### src/rtl/alu_op_sequencer.sv
// alu_op_sequencer: multi-cycle controller for an external W-bit ripple add/sub unit.
// One pass of the adder for ADD/SUB/NEG. MUL_IT passes of unsigned shift-add for MUL.
//
// Ports:
//   clk, rst_n            clock (rising edge), asynchronous active-low reset
//   start, op, x, y       request; sampled only in idle; op 00 ADD, 01 SUB, 10 MUL, 11 NEG
//   busy, done            busy from accept through the done pulse; done is a one-cycle pulse
//   result, cout, ovf     registered result/flags, held until the next operation completes
//   add_x, add_y, add_sel drive the external adder (add_sel = 1 subtracts)
//   add_out, add_cout,    combinational sum and flags returned by the adder
//   add_ovf
module alu_op_sequencer #(
  parameter int unsigned W      = 6,
  parameter int unsigned MUL_IT = W
) (
  input  logic           clk,
  input  logic           rst_n,
  input  logic           start,
  input  logic [1:0]     op,
  input  logic [W-1:0]   x,
  input  logic [W-1:0]   y,
  output logic           busy,
  output logic           done,
  output logic [2*W-1:0] result,
  output logic           cout,
  output logic           ovf,
  output logic [W-1:0]   add_x,
  output logic [W-1:0]   add_y,
  output logic           add_sel,
  input  logic [W-1:0]   add_out,
  input  logic           add_cout,
  input  logic           add_ovf
);

  localparam int unsigned IterW = $clog2(MUL_IT + 1);

  localparam logic [1:0] OpAdd = 2'b00;
  localparam logic [1:0] OpSub = 2'b01;
  localparam logic [1:0] OpMul = 2'b10;
  localparam logic [1:0] OpNeg = 2'b11;

  typedef enum logic [1:0] {StIdle, StExec, StMul, StDone} state_e;

  state_e             state_q, state_d;
  logic [W-1:0]       a_q, a_d;
  logic [W-1:0]       b_q, b_d;
  logic [1:0]         op_q, op_d;
  logic [W-1:0]       p_hi_q, p_hi_d;
  logic [W-1:0]       p_lo_q, p_lo_d;
  logic               c_q, c_d;
  logic [IterW-1:0]   iter_q, iter_d;
  logic [2*W-1:0]     result_q, result_d;
  logic               cout_q, cout_d;
  logic               ovf_q, ovf_d;

  always_comb begin
    state_d  = state_q;
    a_d      = a_q;
    b_d      = b_q;
    op_d     = op_q;
    p_hi_d   = p_hi_q;
    p_lo_d   = p_lo_q;
    c_d      = c_q;
    iter_d   = iter_q;
    result_d = result_q;
    cout_d   = cout_q;
    ovf_d    = ovf_q;
    add_x    = '0;
    add_y    = '0;
    add_sel  = 1'b0;

    unique case (state_q)
      StIdle: begin
        if (start) begin
          a_d  = x;
          b_d  = y;
          op_d = op;
          if (op == OpMul) begin
            p_hi_d  = '0;
            p_lo_d  = y;
            c_d     = 1'b0;
            iter_d  = '0;
            state_d = StMul;
          end else begin
            state_d = StExec;
          end
        end
      end

      StExec: begin
        unique case (op_q)
          OpSub: begin
            add_x   = a_q;
            add_y   = b_q;
            add_sel = 1'b1;
          end
          OpNeg: begin
            add_x   = '0;
            add_y   = b_q;
            add_sel = 1'b1;
          end
          default: begin
            add_x   = a_q;
            add_y   = b_q;
            add_sel = 1'b0;
          end
        endcase
        result_d = {{W{1'b0}}, add_out};
        cout_d   = add_cout;
        ovf_d    = add_ovf;
        state_d  = StDone;
      end

      StMul: begin
        // Add A into the high half when the current multiplier bit is set, then shift the
        // whole {carry, P_hi, P_lo} right by one so the carry lands in P_hi's MSB.
        add_x = p_hi_q;
        add_y = p_lo_q[0] ? a_q : '0;
        {c_d, p_hi_d, p_lo_d} = {add_cout, add_out, p_lo_q} >> 1;
        iter_d = iter_q + 1'b1;
        if (iter_q == IterW'(MUL_IT - 1)) begin
          result_d = {p_hi_d, p_lo_d};
          cout_d   = 1'b0;
          ovf_d    = |p_hi_d;
          state_d  = StDone;
        end
      end

      StDone: state_d = StIdle;

      default: state_d = StIdle;
    endcase
  end

  always_ff @(posedge clk or negedge rst_n) begin
    if (!rst_n) begin
      state_q  <= StIdle;
      a_q      <= '0;
      b_q      <= '0;
      op_q     <= '0;
      p_hi_q   <= '0;
      p_lo_q   <= '0;
      c_q      <= 1'b0;
      iter_q   <= '0;
      result_q <= '0;
      cout_q   <= 1'b0;
      ovf_q    <= 1'b0;
    end else begin
      state_q  <= state_d;
      a_q      <= a_d;
      b_q      <= b_d;
      op_q     <= op_d;
      p_hi_q   <= p_hi_d;
      p_lo_q   <= p_lo_d;
      c_q      <= c_d;
      iter_q   <= iter_d;
      result_q <= result_d;
      cout_q   <= cout_d;
      ovf_q    <= ovf_d;
    end
  end

  assign busy   = (state_q != StIdle);
  assign done   = (state_q == StDone);
  assign result = result_q;
  assign cout   = cout_q;
  assign ovf    = ovf_q;

endmodule
### config.mk
export PLATFORM = sky130hd
export DESIGN_NAME = alu_op_sequencer
export DESIGN_NICKNAME = d
export VERILOG_FILES = /design/src/rtl/alu_op_sequencer.sv
export SDC_FILE = /design/constraint.sdc
export NUM_CORES = 1
export LEC_CHECK = 0
export BUFFER_PORTS_ARGS = -buffer_cell sky130_fd_sc_hd__buf_2
export CAP_MARGIN = 20
export CORE_ASPECT_RATIO = 0.7
export CORE_MARGIN = 5
export CORE_UTILIZATION = 40
export CTS_BUF_LIST = sky130_fd_sc_hd__clkbuf_4 sky130_fd_sc_hd__clkbuf_8
export DETAILED_ROUTE_END_ITERATION = 16
export GPL_TIMING_DRIVEN = 0
export PLACE_DENSITY = 0.73
export SLEW_MARGIN = 20
export SYNTH_ARGS = -nofsm -noshare
export SYNTH_HDL_FRONTEND = slang
export SYNTH_SLANG_ARGS = --single-unit
### constraint.sdc
create_clock -name clk -period 1.54 [get_ports clk]
set_input_delay 0.154 -clock clk [delete_from_list [all_inputs] [get_ports clk]]
set_output_delay 0.154 -clock clk [all_outputs]
set_load 0.05 [all_outputs]
After elaboration in Yosys (flattened, before gate mapping)
Cells that the tools add are included.

word-level totals
  register bits = 45
  input bits = 25
  output and inout port bits = 29
  word-level logic and storage cells = 56

cells by class
  add/sub/neg operators = 1
  equality and inequality tests = 10
  muxes and demuxes = 25
  reduce and logical (&&, ||, !) cells = 10

operators by type and width
  cell                                           number
  one-hot mux 6 bit (2 select lines)             4
  two-way mux 6 bit                              6
  one-hot mux 12 bit (2 select lines)            1
  two-way mux 12 bit                             1
  == test 2 bit, second input constant           4
  one-hot mux 2 bit (4 select lines)             1
  two-way mux 2 bit                              3
  two-way mux 3 bit                              2
  inequality test 2 bit, second input constant   3
  one-hot mux 3 bit (2 select lines)             1
  AND reduction 2 bit                            3
  nonzero test 2 bit                             3
  OR reduction 6 bit                             1
  == test 2 x 1 -> 1 bit, second input constant  2
  two-way mux 1 bit                              4
  one-hot mux 1 bit (2 select lines)             2
  adder 3 x 1 -> 3 bit, second input constant    1
  == test 3 bit, second input constant           1
  AND reduction 3 bit                            1
  zero test 2 bit                                1
  OR reduction 2 bit                             1

Longest topological paths before layout
  depth in word-level cells = 4
  gate-level depth with buffers = 7
  depth with buffers taken out = 5

Worst setup path after synthesis
No wires, ideal clock.

  path kind = register -> output
  start = register state_q[0]
  end = output add_x[0]
  data arrival time = 1.828 ns
  required time = 1.386 ns
  path slack = -0.442 ns
  stages on the path, launching flop included = 7
  path buffers = 2
  cell sequence = dfrtp_1 > inv_1 > ha_1 > buf_2 > buf_2 > a22oi_1 > nor2_1

between the ends
  cells in the longest elaborated chain, start to end = 2
  elaborated cells between the ends (all ways) = 3
  those cells by class = 2 x eq/ne; 1 x mux

RTL lines
  what                                                            RTL line  source
  start, declared                                                 44        state_e state_q, state_d;
  start signal, assigned                                          137       state_q <= StIdle;
  start signal, assigned                                          149       state_q <= state_d;
  == test 2 bit / == test 2 x 1 -> 1 bit (equally long branches)  72        unique case (state_q)
  one-hot mux 6 bit (2 select lines) (*)                          72
  end, declared                                                   27        output logic [W-1:0] add_x,

Mark *: on every way between the ends. The rest lies on a longest branch, timed or not.

Worst setup path after layout
  start = register state_q[0]
  end = output add_x[4]

The elaborated chain is that of the path after synthesis.

==> impl_results.md <==
* Status: finished with violations
* Failing checks: negative setup slack
* Initial antenna violation count at 0
* Die extent in x at 102.6 um
* Vias per cell at 5.428
* Leak Pwr at 1.703 nW
* H-tree depth at 2
* Total internal power at 5.417 mW
* Largest cells by area after synthesis: dfrtp_1, mux2_2, mux2i_1
* WHS Endpoint: a_q[4]
* Peak supply drop at 0.9923 mV
* Nets at 327
* Critical Path Start: state_q[0]
* CP Class: reg -> out
* Post-synth EDFFs at 0
* Antenna Cells at 0
* Setup_tns at -4.765 ns
* Fin. Hold Viols at 0
* Fmax at 546.3 MHz
* CP endpoint kind: output pin
* Sequential share of power at 0.226
* Pins Over Slew Limit at 0
* GPL Wtd Cong at 0.7876
* Total gr overflow at 0
* Filler instances at 408
* Seq/Total Area, Yosys at 0.4687
* Core Box Area at 5784 um2
* Die area at 7680 um2
* Fraction of registers with async set/reset at 1.000
* Worst reg-to-reg setup slack at -0.16 ns
* Num CTS Buffers at 5
* Total power divided by cell area at 2569 nW/um2
* Switching fraction of total power at 0.4564
* Layout cell share with drive strength beyond 1 at 0.6633
* Max-capacitance violation count at 0
* Cell area after synthesis at 2402 um2
* CTS tree: built
* Largest area contributor in the netlist: dfrtp_1
* Startpoint Class: flop
* Gate power share at 0.686
* Largest net degree at the start of global routing at 46
* Worst-skew pair later-pin latency at 0.30 ns
* RSZ-0062 raised after global routing: yes
* Final min period at 1.830 ns
* WP data required at 1.39 ns
* FP Rows at 23
* DP HPWL at 4.368 mm
* Syn avg cell area at 11.83 um2
* Top post-synthesis cells by count: dfrtp_1, mux2_2, inv_1, nor2_1, mux2i_1
* Seq cells post-synth at 45
* # port buffers at 53
* Starting Density at 0.4153
* Global-route wire length before repair at 10.64 mm
* Clock sinks at 45
* Most numerous cell in the Yosys netlist: dfrtp_1
* Period utilization at 1.189
* Fin util at 0.6706
* Area grow syn2layout at 61.46%
* Worst-Margin Slew at 0.5905 ns
* Fin worst setup slack at -0.2904 ns
* P_sw at 4.548 mW
* Routed length per placed instance at 19.35 um
* Reg-to-Reg End: result[4]
* Worst r2r src: state_q[0]
* Drt drc at 0
* ANT nets after route at 0
* Worst Hold Class: in -> reg
* WHS Path Cells at 2
* Clk pwr share at 0.088
* Syn Inst Count at 203
* Final Skew at 0.007678 ns
* Longest Clk Path Bufs at 2
* I/O pin total at 54
* Number of DRC markers in iteration 0 at 61
* Pre-antenna DRT Iters at 4
* Root Buffer: clkbuf_8
* Reg2Reg Depth at 6
* Post-synth top flop: dfrtp_1
* Top cell type's share of synthesized area at 0.4687
* Gr usage total at 0.1811
* Hold Crit Start: x[4]
* Final setup fails at 34
* Die Span Y at 74.84 um
* Vias in the first global route at 2039
* Vias after detailed routing at 2003
* Yosys warnings at 0
* Tot Pwr at 9.966 mW
* WP data arrival at 1.68 ns
* Worst slew margin at 0.6064
* Reg clk slew, reported paths at 0.09 ns
* Yosys cell types at 41
* Final WL at 7.141 mm
* Post-synth net total at 236
* Worst-path maximum fanout at 6
==> metal layers <==
| metal | track usage | part of all wire |
|---|---|---|
| met4 | 0.04658 | 0.012 |
| met5 | 0 | 0 |
| met3 | 0.04167 | 0.057 |
| met2 | 0.3026 | 0.49 |
| met1 | 0.2401 | 0.44 |
==> area by class of cell <==
cell class              instances  area (um2)  share of cell area
clock buffers                   5       68.82             0.01774
plain buffers                   8       118.9             0.03065
clock inverters                 2       35.03            0.009032
multi-input cells             132        1620              0.4177
repair buffers                 86       729.5              0.1881
inverters                      16       83.83             0.02161
well taps                      75       93.84             0.02419
flip-flops and latches         45        1129              0.2910
==> registers in the layout, indices dropped and copies added (netlist names) <==
| signal | flops |
|---|---|
| ovf | 1 |
| iter_q | 3 |
| op_q | 2 |
| cout | 1 |
| result | 12 |
| b_q | 6 |
| p_hi_q | 6 |
| p_lo_q | 6 |
| state_q | 2 |
| a_q | 6 |
==> worst max path at each step <==
stage               endpoint  slack, ns  cells after the start
floorplan           add_x[2]      0.006                      5
global placement    add_x[4]      -0.33                      6
detailed placement  add_x[5]      -0.34                      6
CTS                 add_x[1]      -0.30                      6
global route        add_x[4]      -0.35                      7
finish              add_x[4]      -0.29                      7
==> what timing repair did <==
| action | 4_1_cts | 5_1_grt |
|---|---|---|
| cloned | 2 | 1 |
| endpoints found under the setup margin | 46 | 54 |
| gates resized for setup | 88 | 47 |
| pin swaps | 8 | 20 |
| setup buffers | 18 | 12 |
| hold buffers | 0 | 1 |
| hold endpoints to repair | 0 | 45 |
==> power by group through the flow <==
stage	clock (mW)	sequential, mW	combinational, mW
floorplan	0	2.49	3.04
global placement	0	2.07	4.29
detailed placement	0	2.09	4.36
CTS	0.892	2.19	5.87
global route	0.933	2.32	7.17
finish	0.873	2.25	6.84
==> kinds of logic (layout without fill, tap and decap cells) <==
kind of cell    count (synthesis)  count (layout)  share of synthesized area
compound gates                 35              35                     0.1214
fa+ha+maj                       8               8                    0.04167
buf+inv                        26             117                    0.05103
flops                          45              45                     0.4687
mux                            49              49                     0.2255
simple gates                   40              40                    0.09167
==> placed cells by master, fill, tap and decap left out, drive strengths merged <==
cell,netlist,routed
a211oi,3,3
a21boi,1,1
a21oi,1,1
a221oi,2,2
a22o,6,6
a22oi,6,6
a2bb2oi,1,1
a311oi,1,1
a31o,1,1
a32o,1,1
a32oi,6,6
and2,1,1
and3b,1,1
buf,9,92
bufinv,0,1
clkbuf,1,6
clkinv,0,1
clkinvlp,0,1
dfrtp,45,45
dlygate4sd3,0,1
ha,8,8
inv,16,15
mux2,38,38
mux2i,11,11
nand2,10,10
nand2b,1,1
nand3,2,2
nand3b,4,4
nand4b,1,1
nor2,15,15
nor2b,1,1
nor3,3,3
nor4,1,1
o21ai,4,4
o21bai,1,1
o311ai,1,1
==> worst max-delay path, cell delays in order, from the launching register on <==
cell      delay (ns)
dfrtp_2         0.46
buf_6           0.13
ha_4            0.14
a21boi_4        0.14
buf_12          0.14
a22oi_2         0.16
nor2_4          0.06
buf_6           0.15
==> metrics by stage <==
stage          std cells  setup slack, ns  instance area, um2  hold slack (ns)
5_1_grt              369          -0.3504                3879          0.07468
2_1_floorplan        203         0.005633                2532          -0.1416
3_3_place_gp         331          -0.3277                2892           0.3884
3_5_place_dp         331          -0.3385                2892           0.3896
6_report             369          -0.2904                3879          0.08162
4_1_cts              358          -0.3038                3583          0.06503
Power figures use the tool's default switching activity.
